`config.mk`:
```
export PLATFORM = sky130hd
export DESIGN_NAME = nbody_step_ctrl
export DESIGN_NICKNAME = d
export VERILOG_FILES = /design/src/rtl/nbody_step_ctrl.sv
export SDC_FILE = /design/constraint.sdc
export NUM_CORES = 2
export LEC_CHECK = 0
export ABC_AREA = 1
export ABC_CLOCK_PERIOD_IN_PS = 184200
export BUFFER_PORTS_ARGS = -buffer_cell sky130_fd_sc_hd__buf_2
export CAP_MARGIN = 30
export CORE_ASPECT_RATIO = 1.2
export CORE_MARGIN = 10
export CORE_UTILIZATION = 55
export DETAILED_ROUTE_END_ITERATION = 8
export PLACE_DENSITY = 0.71
export SYNTH_ARGS = -nofsm -noshare
export SYNTH_HDL_FRONTEND = slang
export SYNTH_SLANG_ARGS = --single-unit
```
`constraint.sdc`:
```
create_clock -name clk -period 184.2 [get_ports clk]
set_clock_uncertainty 0.15 [all_clocks]
set_input_delay 55.26 -clock clk [delete_from_list [all_inputs] [get_ports clk]]
set_output_delay 55.26 -clock clk [all_outputs]
set_load 0.05 [all_outputs]
```
`src/rtl/nbody_step_ctrl.sv`:
```
// Leapfrog step sequencer for the n-body accelerator: pair issue, acceleration drain,
// position update, repeated for a programmed step count with a start/done handshake.
module nbody_step_ctrl #(
  parameter int BODIES          = 512,
  parameter int BODY_ADDR_WIDTH = $clog2(BODIES),
  parameter int LANES           = 1,
  parameter int ACCL_LATENCY    = 100,
  parameter int ADD_LATENCY     = 20,
  parameter int STEP_WIDTH      = 16
) (
  input  logic                       clk,
  input  logic                       rst,
  input  logic                       start,
  input  logic                       abort,
  input  logic [BODY_ADDR_WIDTH:0]   num_bodies,
  input  logic [STEP_WIDTH-1:0]      num_steps,
  output logic                       busy,
  output logic                       done,
  output logic [STEP_WIDTH-1:0]      step_idx,
  output logic                       first_step,
  output logic                       issue_valid,
  output logic [BODY_ADDR_WIDTH-1:0] issue_i,
  output logic [BODY_ADDR_WIDTH-1:0] issue_j,
  output logic [LANES-1:0]           issue_mask,
  output logic                       acc_valid,
  output logic [BODY_ADDR_WIDTH-1:0] acc_i,
  output logic [LANES-1:0]           acc_mask,
  output logic                       acc_last,
  output logic                       pos_rd_valid,
  output logic [BODY_ADDR_WIDTH-1:0] pos_rd_addr,
  output logic                       pos_wr_valid,
  output logic [BODY_ADDR_WIDTH-1:0] pos_wr_addr
);

  localparam int NW = BODY_ADDR_WIDTH + 1;
  localparam int CW = $clog2(ACCL_LATENCY + ADD_LATENCY + BODIES + 2) + 1;
  localparam int TW = BODY_ADDR_WIDTH + LANES + 1;

  typedef enum logic [1:0] {IDLE, ISSUE, DRAIN, POS} state_t;
  state_t state, state_nxt;

  logic [NW-1:0]              n_q;
  logic [STEP_WIDTH-1:0]      s_q;
  logic [STEP_WIDTH-1:0]      step_q;
  logic [BODY_ADDR_WIDTH-1:0] i_q;
  logic [NW-1:0]              j_q;
  logic [CW-1:0]              cnt_q;
  logic                       done_q;

  logic [NW-1:0] n_clamp;
  logic          start_ok;
  logic          row_last;
  logic          issue_end;
  logic          drain_end;
  logic          pos_end;
  logic          last_step;

  logic          acc_vld_p  [ACCL_LATENCY];
  logic [TW-1:0] acc_tag_p  [ACCL_LATENCY];
  logic          pos_vld_p  [ADD_LATENCY];
  logic [BODY_ADDR_WIDTH-1:0] pos_addr_p [ADD_LATENCY];

  assign n_clamp   = (num_bodies > NW'(BODIES)) ? NW'(BODIES) : num_bodies;
  assign start_ok  = (n_clamp >= NW'(2)) && (num_steps != '0);
  assign row_last  = ({1'b0, j_q} + (NW+1)'(LANES)) >= {1'b0, n_q};
  assign issue_end = row_last && (i_q == BODY_ADDR_WIDTH'(n_q - NW'(1)));
  assign drain_end = cnt_q == CW'(ACCL_LATENCY - 1);
  assign pos_end   = (cnt_q + CW'(1)) == (CW'(n_q) + CW'(ADD_LATENCY));
  assign last_step = step_q == (s_q - STEP_WIDTH'(1));

  always_ff @(posedge clk or posedge rst) begin
    if (rst) state <= IDLE;
    else     state <= state_nxt;
  end

  always_comb begin
    state_nxt = state;
    if (abort) begin
      state_nxt = IDLE;
    end else begin
      case (state)
        IDLE:  if (start && start_ok) state_nxt = ISSUE;
        ISSUE: if (issue_end)         state_nxt = DRAIN;
        DRAIN: if (drain_end)         state_nxt = POS;
        POS:   if (pos_end)           state_nxt = last_step ? IDLE : ISSUE;
        default:                      state_nxt = IDLE;
      endcase
    end
  end

  always_comb begin
    busy         = state != IDLE;
    issue_valid  = state == ISSUE;
    issue_i      = issue_valid ? i_q : '0;
    issue_j      = issue_valid ? j_q[BODY_ADDR_WIDTH-1:0] : '0;
    for (int l = 0; l < LANES; l++)
      issue_mask[l] = issue_valid && (({1'b0, j_q} + (NW+1)'(l)) < {1'b0, n_q});
    pos_rd_valid = (state == POS) && (cnt_q < CW'(n_q));
    pos_rd_addr  = pos_rd_valid ? BODY_ADDR_WIDTH'(cnt_q) : '0;
  end

  // Counters: i/j walk the pair grid, cnt times DRAIN and POS.
  always_ff @(posedge clk or posedge rst) begin
    if (rst) begin
      n_q    <= '0;
      s_q    <= '0;
      step_q <= '0;
      i_q    <= '0;
      j_q    <= '0;
      cnt_q  <= '0;
      done_q <= 1'b0;
    end else if (abort) begin
      step_q <= '0;
      i_q    <= '0;
      j_q    <= '0;
      cnt_q  <= '0;
      done_q <= 1'b0;
    end else begin
      case (state)
        IDLE: begin
          if (start && start_ok) begin
            n_q    <= n_clamp;
            s_q    <= num_steps;
            step_q <= '0;
            i_q    <= '0;
            j_q    <= '0;
            cnt_q  <= '0;
            done_q <= 1'b0;
          end else if (start) begin
            done_q <= 1'b1;
          end
        end
        ISSUE: begin
          cnt_q <= '0;
          if (row_last) begin
            j_q <= '0;
            i_q <= issue_end ? '0 : i_q + BODY_ADDR_WIDTH'(1);
          end else begin
            j_q <= j_q + NW'(LANES);
          end
        end
        DRAIN: cnt_q <= drain_end ? '0 : cnt_q + CW'(1);
        POS: begin
          if (pos_end) begin
            cnt_q <= '0;
            if (last_step) done_q <= 1'b1;
            else           step_q <= step_q + STEP_WIDTH'(1);
          end else begin
            cnt_q <= cnt_q + CW'(1);
          end
        end
        default: cnt_q <= '0;
      endcase
    end
  end

  // Latency-matched delay lines; abort flushes valids, tags keep shifting.
  always_ff @(posedge clk or posedge rst) begin
    if (rst) begin
      for (int k = 0; k < ACCL_LATENCY; k++) begin
        acc_vld_p[k] <= 1'b0;
        acc_tag_p[k] <= '0;
      end
      for (int k = 0; k < ADD_LATENCY; k++) begin
        pos_vld_p[k]  <= 1'b0;
        pos_addr_p[k] <= '0;
      end
    end else begin
      acc_vld_p[0] <= issue_valid && !abort;
      acc_tag_p[0] <= {issue_valid && row_last, issue_mask, issue_i};
      for (int k = 1; k < ACCL_LATENCY; k++) begin
        acc_vld_p[k] <= acc_vld_p[k-1] && !abort;
        acc_tag_p[k] <= acc_tag_p[k-1];
      end
      pos_vld_p[0]  <= pos_rd_valid && !abort;
      pos_addr_p[0] <= pos_rd_addr;
      for (int k = 1; k < ADD_LATENCY; k++) begin
        pos_vld_p[k]  <= pos_vld_p[k-1] && !abort;
        pos_addr_p[k] <= pos_addr_p[k-1];
      end
    end
  end

  assign acc_valid    = acc_vld_p[ACCL_LATENCY-1];
  assign acc_i        = acc_tag_p[ACCL_LATENCY-1][BODY_ADDR_WIDTH-1:0];
  assign acc_mask     = acc_tag_p[ACCL_LATENCY-1][BODY_ADDR_WIDTH +: LANES];
  assign acc_last     = acc_tag_p[ACCL_LATENCY-1][TW-1];
  assign pos_wr_valid = pos_vld_p[ADD_LATENCY-1];
  assign pos_wr_addr  = pos_addr_p[ADD_LATENCY-1];
  assign done         = done_q;
  assign step_idx     = step_q;
  assign first_step   = busy && (step_q == '0);

endmodule

```
After elaboration in Yosys (flattened, before gate mapping) --
Index checks and enable logic that the tools add are counted.
Word-level totals: bits in registers 1475, word-level logic and storage cells 453
Cells by class: multiplexer cells 36, reduce and logical (&&, ||, !) cells 140, eq/ne operators 15, add/subtract/negate cells 8, bitwise operators 1, order comparisons 5
Operator list (number):
- $logic_and A1 B1 Y1 | 127
- $mux W16 | 4
- $mux W9 | 7
- $mux W11 | 4
- $pmux W11 S4 | 1
- $mux W10 | 4
- $pmux W16 S2 | 1
- $pmux W10 S2 | 1
- $pmux W9 S2 | 1
- $add A16 B1 Y16 const B | 1
- $eq A16 B16 Y1 | 1
- $logic_not A16 Y1 | 1
- $reduce_bool A16 Y1 | 1
- $sub A16 B1 Y16 const B | 1
- $ne A3 B3 Y1 const B | 5
- $reduce_and A4 Y1 | 3
- $add A10 B1 Y11 const B | 1
- $add A10 B5 Y11 const B | 1
- $add A11 B1 Y11 const B | 1
- $eq A11 B11 Y1 | 1
- $eq A11 B7 Y1 const B | 1
- $ge A11 B10 Y1 | 1
- $lt A11 B10 Y1 | 1
- $add A10 B1 Y10 const B | 1
- other kinds (21) | 34

Longest topological paths before layout --
word-level depth 8, mapped depth 23, depth with buffers taken out 22

Least setup slack after synthesis --
Ideal clock, no wire load.
path kind reg-to-output, start register state[0], end output first_step, path slack 126.518 ns, arrival time 2.272 ns, stages on the path, launching flop included 6, buffers on the path 0, path through dfrtp_1 -> inv_1 -> ha_1 -> inv_1 -> nand4_1 -> nor3_1
Between the ends: cells in the longest elaborated chain, start to end 2
Ends and longest elaborated chain:
- from (decl) | RTL line 40 | state_t state, state_nxt;
- from (signal assigned) | RTL line 73 | else state <= state_nxt;
- $reduce_bool A2 Y1 | RTL line 92 | busy = state != IDLE;
- net busy | RTL line 17 | output logic busy,
- $logic_and A1 B1 Y1 | RTL line 192 | assign first_step = busy && (step_q == '0);
- to (decl) | RTL line 20 | output logic first_step,
The timed path passes the listed nets, and every way through them passes these cells.

==> summary.md <==
| Metric | Value |
|---|---|
| Crit path max-delay family | buffers and inverters |
| Final min period | 60.50 ns |
| Critical path arrival | 61.08 ns |
| First-pass detailed-route iteration total | 7 |
| Worst Hold Depth | 0 |
| Cts hold-fix bufs | 0 |
| Setup crit end kind | asynchronous set/reset pin |
| Pleak | 0.02590 µW |
| Commonest non-fill, non-tap cells in the layout | dfrtp_1, nand2_1, inv_1 |
| Max-slew violations | 0 |
| Most common cell after layout, fill and taps aside | dfrtp_1 |
| Worst Hold Class | register to register |
| Root buf cell | clkbuf_16 |
| Clock Path Buffers | 3 |
| Max FO, Critical Path | 217 |
| Setup slack, reg-to-reg | 180.35 ns |
| Final Wtd Congestion | 0.9167 |
| Max Clk Rate | 0.01653 GHz |
| CP startpoint kind | input port |
| Post-CTS setup buffers | 0 |
| Layout cells sized above 1 | 11.96% |
| Fin Hold WS | 0.1830 ns |
| Seq/Total Area, Yosys | 86.80% |
| CP dominant cell by count | buf_12 |
| Flops & latches, synth | 1475 |
| Max cap viols | 0 |
| Power Total | 681.5 µW |
| Die Y-Extent | 324.6 µm |
| IO Port Bufs | 100 |
| Total CTS buffers | 133 |
| Async SR Flop Fraction | 100.0% |
| Fin crit share | 32.84% |
| Ports | 101 |
| Critical path type | input port to asynchronous set/reset pin |
| Initial drt markers | 1424 |
| Final wirelength | 77.68 mm |
| Fin. Hold Viols | 0 |
| Worst-skew pair later-pin latency | 0.72 ns |
| Vias | 19280 |
| Antenna violations before repair | 0 |
| Final setup fails | 0 |
| Synthesized area | 0.04253 mm² |
| Synth-to-layout area growth | 14.20% |
| Yosys warnings | 0 |
| Post-synth top flop | dfrtp_1 |
| Setup TNS | 0 ns |
| Antenna-violating nets left | 0 |
| Number of global-route vias before repair | 22130 |
| First-pass GRT wire length | 126.3 mm |
| VDD IR-drop max | 0.000009334 V |
| CTS tree | done |
| FP Rows | 111 |
| Post-CTS Resized | 0 |
| Fillers | 5041 |
| CP cell instances | buf_2, inv_8, buf_12, buf_12, buf_12, buf_4, buf_12, buf_4 |
| Die area | 0.08889 mm² |
| Hold path endpoint | acc_tag_p[361] |
| Worst r2r src | j_q[0] |
| Starting density of the core | 55.57% |
| Clk slew on worst S/H paths | 0.07 ns |
| Post-DP HPWL | 39.92 mm |
| DRC violations left | 0 |
| CTS sink cnt | 1475 |
| Nets@finish | 2943 |
| Cell count after synthesis | 2667 |
| WP data required | 184.79 ns |
| Rel. slew slack | 27.65% |
| WL/cell | 19.49 µm |
| H-tree depth | 4 |
| Vias per inst | 4.836 |
| Gr usage total | 18.31% |
| Number of synthesized flops with an enable pin | 0 |
| Mapped Nets | 2740 |
| R2R depth | 18 |
| Worst reg2reg path endpoint | i_q[4] |
| Die W | 273.8 µm |
| ANT cells | 0 |
| Worst slew pin tran | 1.085 ns |
| Unrepaired setup endpoints after global routing | false |
| Synth unique cells | 45 |
| Final core utilization | 63.46% |
| Critical Path Max Stage Delay | 0.85 ns |
| CORE AREA | 0.07652 mm² |
| Pwr Density | 14.03 mW/mm² |
| Avg Cell Area, Syn | 15.95 µm² |
| Total gr overflow | 0 |
| Hold Startpoint | acc_tag_p[372] |
| Slowest CP cell | buf_4 |
| Status | completed |
| Largest net degree at the start of global routing | 218 |
| Critical path buffers and inverters | 8 |
## Yosys cell counts, types with 2 or more instances
| library cell | n | area [µm²] |
|---|---|---|
| o22ai_1 | 16 | 100.1 |
| nand4_1 | 19 | 118.9 |
| a21o_1 | 2 | 15.01 |
| or2_1 | 2 | 12.51 |
| clkinv_1 | 3 | 11.26 |
| nor3_1 | 15 | 75.07 |
| nand2_2 | 6 | 37.54 |
| nand3b_1 | 6 | 45.04 |
| nand2_1 | 316 | 1186 |
| or2_2 | 3 | 18.77 |
| nor2_2 | 7 | 43.79 |
| inv_1 | 260 | 975.9 |
| o21ai_0 | 41 | 205.2 |
| dfrtp_1 | 1475 | 36910 |
| nor3b_1 | 2 | 15.01 |
| nor2_1 | 225 | 844.6 |
| nand3_1 | 83 | 415.4 |
| clkbuf_1 | 23 | 86.33 |
| inv_2 | 10 | 37.54 |
| xor2_1 | 23 | 201.4 |
| nor4_1 | 5 | 31.28 |
| nor2_4 | 2 | 22.52 |
| o21ai_1 | 7 | 35.03 |
| buf_6 | 2 | 22.52 |
| buf_2 | 4 | 20.02 |
| a21oi_1 | 23 | 115.1 |
| nand3_2 | 2 | 20.02 |
| ha_1 | 43 | 538.0 |
| buf_4 | 20 | 150.1 |
| xnor2_1 | 7 | 61.31 |
## routing by layer
layer  routed length [µm]  part of all wire, %  vias up  GRT usage (%)
li1                     -                    -     8588              -
met1                31980                   41    10150          23.04
met2                40620                   52      403          31.25
met3                 3178                  4.1      134          3.915
met4                 1893                  2.4        0          6.045
met5                    0                    0        -              0
## layout make-up
cell class / count / area [µm²] / share of cell area [%]
Clock buffer: 194 / 3852 / 7.933
Clock inverter: 40 / 437.9 / 0.9017
Inverter: 274 / 1039 / 2.138
Multi-Input combinational cell: 868 / 4304 / 8.863
Sequential cell: 1475 / 36910 / 76.00
Tap cell: 1017 / 1272 / 2.620
Timing Repair Buffer: 118 / 748.2 / 1.541
## metrics by stage
stage,instance area [µm²],cells,setup slack (ns)
after CTS,48510,3984,123.40
after global placement,44190,3749,123.10
after global routing,48560,3986,122.90
final,48560,3986,123.70
after detailed placement,44220,3750,122.72
after floorplan,42530,2667,87.19
## flip-flops by register name (all words and copies together) (netlist names), 2 cells and up
signal	flops
acc_i	9
acc_tag_p	1089
acc_vld_p	99
cnt_q	11
i_q	9
j_q	10
n_q	10
pos_addr_p	171
pos_vld_p	19
pos_wr_addr	9
s_q	16
state	2
step_idx	16
## worst max path at each step
stage               startpoint         endpoint  slack [ns]  cells past startpoint
floorplan                  rst         acc_i[0]       87.19                      1
global placement           rst    acc_vld_p[82]      123.10                      8
detailed placement         rst    acc_vld_p[80]      122.72                      8
CTS                        rst  pos_addr_p[135]      123.40                      8
global route               rst    acc_vld_p[79]      122.90                      8
finish                     rst  pos_addr_p[135]      123.70                      8
## cell families after synthesis
| logic type | Yosys count | share of synthesized area (%) |
|---|---|---|
| buffers and inverters | 324 | 3.089 |
| adders and majority gates | 43 | 1.265 |
| xor gates and xnor gates | 32 | 0.7091 |
| and+or+nand+nor | 697 | 6.882 |
| AOI/OAI and AO/OA | 96 | 1.259 |
| DFF | 1475 | 86.80 |
## report_power, final
| group | leakage (µW) | internal, µW | switching (µW) | total (µW) |
|---|---|---|---|---|
| registers | 0.0205 | 339 | 9.23 | 348 |
| logic | 0.00330 | 16.1 | 42.0 | 58.0 |
| clock network | 0.00211 | 155 | 121 | 275 |
Power figures use the tool's default switching activity.
